### config.mk
export PLATFORM = sky130hd
export DESIGN_NAME = dsky_rx_parser
export DESIGN_NICKNAME = d
export VERILOG_FILES = /design/src/rtl/dsky_rx_parser.sv
export SDC_FILE = /design/constraint.sdc
export NUM_CORES = 1
export LEC_CHECK = 0
export CAP_MARGIN = 20
export CORE_MARGIN = 1
export CORE_UTILIZATION = 55
export DETAILED_ROUTE_END_ITERATION = 10
export HOLD_SLACK_MARGIN = 0.12
export PLACE_DENSITY = 0.83
export SYNTH_ARGS = -nofsm -noshare
export SYNTH_HDL_FRONTEND = slang
export SYNTH_SLANG_ARGS = --single-unit
### constraint.sdc
create_clock -name clock -period 5.62 [get_ports clock]
set_clock_uncertainty 0.15 [all_clocks]
set_input_delay 1.405 -clock clock [delete_from_list [all_inputs] [get_ports clock]]
set_output_delay 1.405 -clock clock [all_outputs]
set_load 0.02 [all_outputs]
### src/rtl/dsky_rx_parser.sv
// Serial command front end: parses framed SYNC/ID/HI/LO/CK byte packets from the UART
// and loads one of five 15-bit DSKY/telemetry input registers per good packet.
module dsky_rx_parser #(
   parameter int unsigned TIMEOUT_CYCLES = 50000,
   parameter logic [7:0]  SYNC_BYTE      = 8'hA5
) (
   input  logic        clock,
   input  logic        reset_n,
   input  logic [7:0]  rx_byte,
   input  logic        rx_valid,
   output logic [14:0] verb_data,
   output logic [14:0] noun_data,
   output logic [14:0] mission_time_data,
   output logic [14:0] apogee_data,
   output logic [14:0] perigee_data,
   output logic        update_pulse,
   output logic [2:0]  update_id,
   output logic [7:0]  err_count
);

   localparam int unsigned       CNT_W     = $clog2(TIMEOUT_CYCLES + 1);
   localparam logic [CNT_W-1:0]  CNT_LIMIT = CNT_W'(TIMEOUT_CYCLES);
   localparam logic [CNT_W-1:0]  CNT_ONE   = CNT_W'(1);

   localparam logic [2:0] ST_IDLE   = 3'd0;
   localparam logic [2:0] ST_GET_ID = 3'd1;
   localparam logic [2:0] ST_GET_HI = 3'd2;
   localparam logic [2:0] ST_GET_LO = 3'd3;
   localparam logic [2:0] ST_GET_CK = 3'd4;

   logic [2:0]       state;
   logic [2:0]       id_q;
   logic [6:0]       hi_q;
   logic [7:0]       lo_q;
   logic [CNT_W-1:0] idle_cnt;
   logic [7:0]       ck_exp;

   function automatic logic [7:0] sat_inc(input logic [7:0] v);
      return (v == 8'hFF) ? v : v + 8'd1;
   endfunction

   // Checksum covers the bytes as they appeared on the wire, so the ID/HI fields are zero-extended.
   assign ck_exp = {5'b00000, id_q} ^ {1'b0, hi_q} ^ lo_q;

   always_ff @(posedge clock or negedge reset_n) begin
      if (!reset_n) begin
         state             <= ST_IDLE;
         id_q              <= 3'd0;
         hi_q              <= 7'd0;
         lo_q              <= 8'd0;
         idle_cnt          <= '0;
         verb_data         <= 15'd0;
         noun_data         <= 15'd0;
         mission_time_data <= 15'd0;
         apogee_data       <= 15'd0;
         perigee_data      <= 15'd0;
         update_pulse      <= 1'b0;
         update_id         <= 3'd0;
         err_count         <= 8'd0;
      end else begin
         update_pulse <= 1'b0;
         if (rx_valid) begin
            // A byte always wins over a timeout that would fire in the same cycle.
            idle_cnt <= '0;
            case (state)
               ST_IDLE: begin
                  if (rx_byte == SYNC_BYTE) state <= ST_GET_ID;
               end
               ST_GET_ID: begin
                  if (rx_byte <= 8'd4) begin
                     id_q  <= rx_byte[2:0];
                     state <= ST_GET_HI;
                  end else begin
                     err_count <= sat_inc(err_count);
                     state     <= ST_IDLE;
                  end
               end
               ST_GET_HI: begin
                  if (!rx_byte[7]) begin
                     hi_q  <= rx_byte[6:0];
                     state <= ST_GET_LO;
                  end else begin
                     err_count <= sat_inc(err_count);
                     state     <= ST_IDLE;
                  end
               end
               ST_GET_LO: begin
                  lo_q  <= rx_byte;
                  state <= ST_GET_CK;
               end
               ST_GET_CK: begin
                  if (rx_byte == ck_exp) begin
                     case (id_q)
                        3'd0:    verb_data         <= {hi_q, lo_q};
                        3'd1:    noun_data         <= {hi_q, lo_q};
                        3'd2:    mission_time_data <= {hi_q, lo_q};
                        3'd3:    apogee_data       <= {hi_q, lo_q};
                        3'd4:    perigee_data      <= {hi_q, lo_q};
                        default: ;
                     endcase
                     update_pulse <= 1'b1;
                     update_id    <= id_q;
                  end else begin
                     err_count <= sat_inc(err_count);
                  end
                  state <= ST_IDLE;
               end
               default: state <= ST_IDLE;
            endcase
         end else if (state != ST_IDLE) begin
            if (idle_cnt == CNT_LIMIT) begin
               err_count <= sat_inc(err_count);
               state     <= ST_IDLE;
               idle_cnt  <= '0;
            end else begin
               idle_cnt <= idle_cnt + CNT_ONE;
            end
         end
      end
   end

endmodule

Word level (Yosys, flattened, before mapping)
Cells that the tools add are included.
- bits in registers: 124
- bits of input ports: 11
- output and inout bits: 87
- add/subtract/negate cells: 2
- order comparisons: 1
- eq/ne operators: 17
- muxes and demuxes: 21
- bitwise operators: 3
- reductions and logical operators: 16
- operator list (operator ; number):
    $mux 8 ; 7
    $mux 16 ; 3
    $pmux 8 s3 ; 1
    $reduce_and 4->1 ; 5
    $add 16x1->16 const B ; 1
    $eq 16x16->1 const B ; 1
    $eq 8x8->1 const B ; 2
    $eq 3x2->1 const B ; 4
    $mux 3 ; 4
    $ne 3x3->1 const B ; 4
    $pmux 3 s4 ; 1
    $reduce_and 3->1 ; 4
    $add 8x1->8 const B ; 1
    $eq 8x8->1 ; 1
    $le 8x3->1 const B ; 1
    $xor 7x8->8 ; 1
    $xor 3x7->7 ; 1
    $eq 3x1->1 const B ; 2
    $eq 3x3->1 const B ; 2
    $logic_not 3->1 ; 2
    $reduce_and 6->1 ; 1
    $mux 2 ; 2
    $ne 4x1->1 const B ; 1
    $reduce_bool 2->1 ; 2
    other kinds (4) ; 6

Longest topological paths before layout
Gate-level depths: netlist (run 1).
- depth in word-level cells: 6
- depth in mapped cells: 9
- gate-level depth less buffers: 8

Worst setup path before layout (run 1)
No wires, ideal clock.
- kind: input-to-reg
- start: input port rx_valid
- end: register mission_time_data[0]
- library setup time: 125 ps
- arrival: 3284 ps
- data required time: 5345 ps
- slack: 2061 ps
- stages: 7
- cells stage by stage: buf_2 > nand2_1 > nor4_1 > nand4b_2 > nor4b_2 > buf_2 > mux2_2
- longest elaborated chain between the ends: 1
- RTL lines (what ; line ; source):
    start: declaration ; 10 ; input logic rx_valid,
    $reduce_and 4->1 (no line) ; n/a ;
    end signal: assignment ; 96 ; 3'd2: mission_time_data <= {hi_q, lo_q};
    end: declaration ; 13 ; output logic [14:0] mission_time_data,
No other way between the ends.
A chain may end at the register's enable or synchronous reset.

Worst setup path after layout (run 1)
- start: input port rx_valid
- end: register noun_data[10]
- longest elaborated chain between the ends: 1
- RTL lines (what ; line ; source):
    $reduce_and 4->1 (no line) ; n/a ;
    end signal: assignment ; 95 ; 3'd1: noun_data <= {hi_q, lo_q};
    end: declaration ; 12 ; output logic [14:0] noun_data,
No other way between the ends.

==> results of run 1 <==
registers in the layout, indices dropped and copies added, names as in the netlist:
name	flops
idle_cnt	16
apogee_data	15
mission_time_data	15
noun_data	15
perigee_data	15
verb_data	15
err_count	8
lo_q	8
hi_q	7
id_q	3
state	3
update_id	3
update_pulse	1
power by group:
part           internal, mW  switching [mW]
Clock                 0.629           0.374
Combinational         0.136           0.151
Sequential            0.945          0.0901
Total                  1.71           0.615
worst max-delay path by stage:
| stage | startpoint | end | depth (start not counted) |
|---|---|---|---|
| global placement | rx_valid | noun_data[13]$_DFFE_PN0P_ | 6 |
| global route | rx_valid | noun_data[10]$_DFFE_PN0P_ | 6 |
| finish | rx_valid | noun_data[10]$_DFFE_PN0P_ | 6 |
| CTS | rx_valid | perigee_data[5]$_DFFE_PN0P_ | 6 |
| floorplan | rx_valid | mission_time_data[0]$_DFFE_PN0P_ | 7 |
| detailed placement | rx_valid | perigee_data[7]$_DFFE_PN0P_ | 6 |
final cells by class:
| cell class | instances | share of cell area, % |
|---|---|---|
| clock inverter | 6 | 0.875 |
| tap | 129 | 2.30 |
| clock buffer | 25 | 6.91 |
| inverter | 6 | 0.321 |
| multi-input combinational | 242 | 30.9 |
| timing repair buffer | 103 | 14.5 |
| sequential | 124 | 44.3 |
per-stage QoR:
| stage | cells | setup WS (ns) | instance area, sq um | hold slack [ns] |
|---|---|---|---|---|
| after floorplan | 390 | 2.06 | 5380 | 0.348 |
| after global placement | 604 | 0.996 | 6460 | 0.333 |
| after detailed placement | 604 | 0.887 | 6460 | 0.334 |
| after CTS | 635 | 1.47 | 7010 | 0.347 |
| after global routing | 635 | 1.29 | 7010 | 0.372 |
| final | 635 | 1.42 | 7010 | 0.345 |
per-layer routing:
layer / vias to the layer above / GRT usage (%) / part of all wire (%)
met1: 1851 / 33.4 / 43
li1: 1590 / - / -
met5: - / 0 / 0
met4: 0 / 11.5 / 2.0
met3: 26 / 8.25 / 5.6
met2: 105 / 42.6 / 50
cells by family (layout without fill, tap and decap cells):
group	after synthesis	after routing	synth area share [%]
buffers and inverters	24	140	2.19
and+or+nand+nor	88	88	9.80
muxes	97	97	21.7
DFF	124	124	57.7
AOI/OAI and AO/OA	17	17	1.86
xor gates and xnor gates	37	37	6.03
adders and majority gates	3	3	0.698
cells in the mapped netlist, types with 4 or more instances:
| library cell | n | area, sq um |
|---|---|---|
| nand3_1 | 9 | 45.0 |
| buf_2 | 7 | 35.0 |
| dfrtp_1 | 124 | 3100 |
| mux2_2 | 77 | 867 |
| nand2_1 | 17 | 63.8 |
| nor4b_1 | 8 | 70.1 |
| clkbuf_1 | 8 | 30.0 |
| and3_1 | 5 | 31.3 |
| o21ai_0 | 8 | 40.0 |
| inv_1 | 6 | 22.5 |
| mux2_4 | 20 | 300 |
| nor2_1 | 16 | 60.1 |
| xor2_1 | 19 | 166 |
| xnor2_1 | 18 | 158 |
| nand4_1 | 6 | 37.5 |
| nor3_1 | 4 | 20.0 |
==> out/qor.tcl, run 1 <==
set qor(routed_wl_microns) 12400
set qor(final_antenna_net_count) 0
set qor(max-cap-violations) 0
set qor(design.portCount) 98
set qor(grt_pass1_vias) 3767
set qor(hp-start) {err_count[7]$_DFFE_PN0P_}
set qor(post-cts-setup-buffers) 0
set qor(die_wd_microns) 101
set qor(timing.critical_path.arrival_ns) 4.45
set qor(ys_dominant_reg_cell) {dfrtp_1}
set qor(wl_per_cell_microns) 19.4
set qor(synth_enable_flop_cells) 0
set qor(finalSetupViolations) 0
set qor(cp-start-kind) {input port}
set qor(worst_hold_path_type) {register to register}
set qor(critical_path_peak_fanout) 15
set qor(cp_data_required_time_ns) 5.87
set qor(remaining_drc_errors) 0
set qor(reg2regPathDepth) 6
set qor(detailedPlacementHpwl_microns) 8220
set qor(layout-drive-gt1-share_pct) 26.9
set qor(dr_total_vias) 3572
set qor(max-slew-margin-rel_pct) 35.3
set qor(fp.dieArea_sq_um) 10200
set qor(holdBufCountCts) 0
set qor(detail_route.iter0.violations) 123
set qor(min_period_ns) 4.20
set qor(hold_viol) 0
set qor(critical_path_type) {input port to register}
set qor(synth_async_sr_flop_share_pct) 100
set qor(static-leakage-power_nw) 3.31
set qor(rows) 35
set qor(cts.repair.resized) 0
set qor(fin_util_pct) 74.8
set qor(antenna_found_initial) 0
set qor(synth_nets) 404
set qor(globalRouteOverflowTotal) 0
set qor(status) {finished clean}
set qor(synth_cell_type_count) 39
set qor(n_fill_cell) 623
set qor(crit_path_cell_trace) {clkdlybuf4s50_1, nand2_1, nor4_1, nand4b_2, or4b_1, mux2_4}
set qor(gpl.final_weighted_congestion) 0.819
set qor(grt_usage_pct) 26.5
set qor(grt_first_pass_wirelength_microns) 19800
set qor(cellPowerDensity_nw_per_um2) 332
set qor(timing.critical_path.slowest_stage_cell) {or4b_1}
set qor(fp.dieH_microns) 101
set qor(htree_levels) 4
set qor(worst-path-buf-inv) 1
set qor(vdd_ir_drop_max_uv) 301
set qor(cell_family_with_the_largest_share_of_critical_path_delay) {simple AND/OR/NAND/NOR gates}
set qor(netlist_area_sq_um) 5380
set qor(numCtsBuffers) 17
set qor(hold_path_sink) {err_count[7]$_DFFE_PN0P_}
set qor(count_of_input_and_output_buffers) 97
set qor(drt-pass1-iter-count) 4
set qor(tritoncts_sinks) 124
set qor(worst_slew_pin_slew_ns) 0.970
set qor(layout-area-overhead-vs-synth_pct) 30.4
set qor(worst_hold_path_stage_count) 1
set qor(fp.coreArea_sq_um) 9370
set qor(fin_crit_sh_pct) 74.6
set qor(clockBufferDepth) 2
set qor(grt_max_degree) 52
set qor(power_mw) 2.33
set qor(tritoncts_clock_tree) {done}
set qor(startpoint_of_the_worst_slack_reg_to_reg_timing_path) {lo_q[5]$_DFFE_PN0P_}
set qor(max_freq_ghz) 0.238
set qor(number_of_diodes_added_for_antenna_fixing) 0
set qor(ys_warn_count) 0
set qor(synthCells) 390
set qor(synth.yosys.seq_area_share_pct) 57.7
set qor(finalMaxSlewViolations) 0
set qor(number_of_register_bits_inferred_by_synthesis) 124
set qor(avgSynthCellArea_sq_um) 13.8
set qor(worst_r2r_endpoint) {noun_data[10]$_DFFE_PN0P_}
set qor(layout_commonest_cell) {dfrtp_1}
set qor(design.final.nets) 508
set qor(reg2reg_slack_ns) 2.31
set qor(area_of_the_multi_input_gates_sq_um) 2160
set qor(critical_path.endpoint_type) {register}
set qor(start_util_pct) 57.4
set qor(layout_common_cells) {dfrtp_1, clkdlybuf4s50_1, mux2_2}
set qor(clkLatencyLatePin_ns) 0.52
set qor(totalNegativeSetupSlack_ns) 0
set qor(worst_path_largest_cell_delay_ns) 1.04
set qor(seq_area_sq_um) 3100
set qor(cts-root-buf) {clkbuf_8}
set qor(clk_pin_slew_ns) 0.06
set qor(rsz0062_at_grt) {false}
set qor(avgViaCountPerCell) 5.63
No activity file was read; power rests on OpenSTA's default activity.
==> run 2, diff against run 1 <==
Settings changed: CORE_UTILIZATION 55 to 47, PLACE_DENSITY 0.83 to 0.76.
Clock period 5.62 ns to 3.8 ns, I/O delays scaled along.
==> out/qor.tcl, run 2 (same netlist as run 1, synthesis figures left out) <==
set qor(max-cap-violations) 0 ;# unchanged
set qor(count_of_input_and_output_buffers) 97 ;# unchanged
set qor(remaining_drc_errors) 0 ;# unchanged
set qor(max_freq_ghz) 0.311
set qor(number_of_diodes_added_for_antenna_fixing) 0 ;# unchanged
set qor(min_period_ns) 3.22
set qor(cellPowerDensity_nw_per_um2) 514 ;# +55%
set qor(critical_path.endpoint_type) {register}
set qor(crit_path_cell_trace) {clkdlybuf4s50_1, xnor2_1, xnor2_1, and4_1, nand4b_2, or4b_1, buf_4, mux2_4}
set qor(final_antenna_net_count) 0 ;# unchanged
set qor(detail_route.iter0.violations) 158 ;# +28%
set qor(rsz0062_at_grt) {false}
set qor(critical_path_peak_fanout) 15 ;# unchanged
set qor(met2_global_route_usage_pct) 35.3 ;# -7.3 points
set qor(grt_use_met1_pct) 27.9 ;# -5.5 points
set qor(finalSetupViolations) 0 ;# unchanged
set qor(finalMaxSlewViolations) 0 ;# unchanged
set qor(globalRouteOverflowTotal) 0 ;# unchanged
set qor(worst_r2r_endpoint) {perigee_data[4]$_DFFE_PN0P_}
set qor(grt_max_degree) 66 ;# +27%
set qor(die_wd_microns) 109 ;# +8.0%
set qor(fp.dieH_microns) 109 ;# +8.0%
set qor(largest_reg_flops) 16 ;# unchanged
set qor(grt-busiest-layer) {met2}
set qor(clockBufferDepth) 2 ;# unchanged
set qor(post-cts-setup-buffers) 0 ;# unchanged
set qor(hp-start) {err_count[5]$_DFFE_PN0P_}
set qor(wl_per_cell_microns) 18.3 ;# -5.7%
set qor(layout_common_cells) {dfrtp_1, clkdlybuf4s50_1, mux2_2}
set qor(design.final.nets) 519 ;# +2.2%
set qor(grt_first_pass_wirelength_microns) 19300 ;# -2.5%
set qor(fp.dieArea_sq_um) 11900 ;# +17%
set qor(antenna_found_initial) 0 ;# unchanged
set qor(static-leakage-power_nw) 3.41 ;# +3.0%
set qor(critical_path_type) {input port to register}
set qor(grt_pass1_vias) 3608 ;# -4.2%
set qor(totalNegativeSetupSlack_ns) 0 ;# unchanged
set qor(layout-drive-gt1-share_pct) 29.0 ;# +2.1 points
set qor(worst_path_largest_cell_delay_ns) 0.55 ;# -0.49 ns
set qor(layout-area-overhead-vs-synth_pct) 34.3
set qor(holdBufCountCts) 0 ;# unchanged
set qor(tritoncts_clock_tree) {done}
set qor(avgViaCountPerCell) 5.26 ;# -6.5%
set qor(design.portCount) 98 ;# unchanged
set qor(start_util_pct) 49.0 ;# -8.4 points
set qor(largest-register) {idle_cnt}
set qor(grt_util_met3_pct) 8.97 ;# +0.71 points
set qor(layout_commonest_cell) {dfrtp_1}
set qor(status) {finished clean}
set qor(cp_data_required_time_ns) 3.94 ;# -1.93 ns
set qor(dr_total_vias) 3459 ;# -3.2%
set qor(htree_levels) 4 ;# unchanged
set qor(worst_hold_path_type) {register to register}
set qor(cts.repair.resized) 0 ;# unchanged
set qor(gpl.final_weighted_congestion) 0.807 ;# -1.5%
set qor(clkLatencyLatePin_ns) 0.41 ;# -0.11 ns
set qor(timing.critical_path.slowest_stage_cell) {or4b_1}
set qor(power_mw) 3.72 ;# +60%
set qor(grt_usage_pct) 22.0 ;# -4.5 points
set qor(routed_wl_microns) 12100 ;# -2.3%
set qor(drt-pass1-iter-count) 4 ;# unchanged
set qor(reg2regPathDepth) 7 ;# +1
set qor(vdd_ir_drop_max_uv) 419 ;# +39%
set qor(detailedPlacementHpwl_microns) 8270 ;# +0.64%
set qor(clk_pin_slew_ns) 0.06 ;# about the same
set qor(worst_hold_path_stage_count) 1 ;# unchanged
set qor(max-slew-margin-rel_pct) 43.7 ;# +8.3 points
set qor(fp.coreArea_sq_um) 11000 ;# +17%
set qor(fin_crit_sh_pct) 84.7
set qor(startpoint_of_the_worst_slack_reg_to_reg_timing_path) {hi_q[6]$_DFFE_PN0P_}
set qor(cts-root-buf) {clkbuf_16}
set qor(rows) 38 ;# +8.6%
set qor(cp-start-kind) {input port}
set qor(n_fill_cell) 823 ;# +32%
set qor(crit_top_cell) {xnor2_1}
set qor(numCtsBuffers) 17 ;# unchanged
set qor(reg2reg_slack_ns) 1.06 ;# -1.25 ns
set qor(tritoncts_sinks) 124 ;# unchanged
set qor(hold_path_sink) {err_count[5]$_DFFE_PN0P_}
set qor(timing.critical_path.arrival_ns) 3.36 ;# -1.09 ns
set qor(worst_slew_pin_slew_ns) 0.845 ;# -0.125 ns
set qor(hold_viol) 0 ;# unchanged
[run 2: cell types whose count changed in the layout (fill, tap and decap cells not counted), sizes merged]
| cell | before | now |
|---|---|---|
| buf | 7 | 18 |
| bufinv | 1 | 5 |
| clkbuf | 25 | 21 |
| clkinv | 4 | 3 |
| clkinvlp | 1 | 2 |
| inv | 6 | 7 |
[run 2: per-layer routing]
metal  vias to the layer above  wire (microns)
met3                         9             659
li1                       1600               -
met5                         -               0
met2                        71            5960
met1                      1779            5370
met4                         0              86
[run 2: area by class of cell]
type | count | area [sq um] | area share (%)
clock inverters | 11 | 189 | 2.62
flip-flops and latches | 124 | 3100 | 43.0
repair buffers | 114 | 1110 | 15.3
well taps | 140 | 175 | 2.43
multi-input cells | 242 | 2160 | 30.0
inverters | 6 | 22.5 | 0.312
clock buffers | 21 | 460 | 6.37
[run 2: worst max-delay path: cells and delay by family]
kind                   cells  cell delay, ns
AND/OR/NAND/NOR            3            0.98
buffers and inverters      2            0.72
XOR/XNOR                   2            0.38
multiplexers               1            0.33
[run 2: through the flow]
stage / std cells / utilization, % / worst slack, ns / hold slack, ns / instance area, sq um
2_1_floorplan: 390 / - / 0.696 / 0.348 / 5380
4_1_cts: 658 / 65.8 / 0.597 / 0.353 / 7220
3_3_place_gp: 626 / 59.9 / 0.239 / 0.330 / 6570
5_1_grt: 658 / 65.8 / 0.459 / 0.367 / 7220
3_5_place_dp: 626 / 59.9 / 0.196 / 0.343 / 6570
6_report: 658 / 65.8 / 0.582 / 0.347 / 7220
[run 2: how the worst max path moves through the flow]
| stage | start | endpoint | cells past startpoint |
|---|---|---|---|
| 6_report | rx_byte[2] | perigee_data[4]$_DFFE_PN0P_ | 8 |
| 5_1_grt | rx_byte[2] | noun_data[10]$_DFFE_PN0P_ | 8 |
| 4_1_cts | rx_byte[2] | perigee_data[4]$_DFFE_PN0P_ | 8 |
| 3_5_place_dp | rx_byte[2] | perigee_data[4]$_DFFE_PN0P_ | 8 |
| 3_3_place_gp | rx_byte[2] | perigee_data[7]$_DFFE_PN0P_ | 8 |
| 2_1_floorplan | rx_valid | mission_time_data[0]$_DFFE_PN0P_ | 7 |
[run 2: where the power goes]
group	switching, mW	total (mW)	internal [mW]
registers	0.135	1.53	1.40
clock network	0.567	1.76	1.20
logic	0.215	0.419	0.204
total	0.917	3.72	2.80
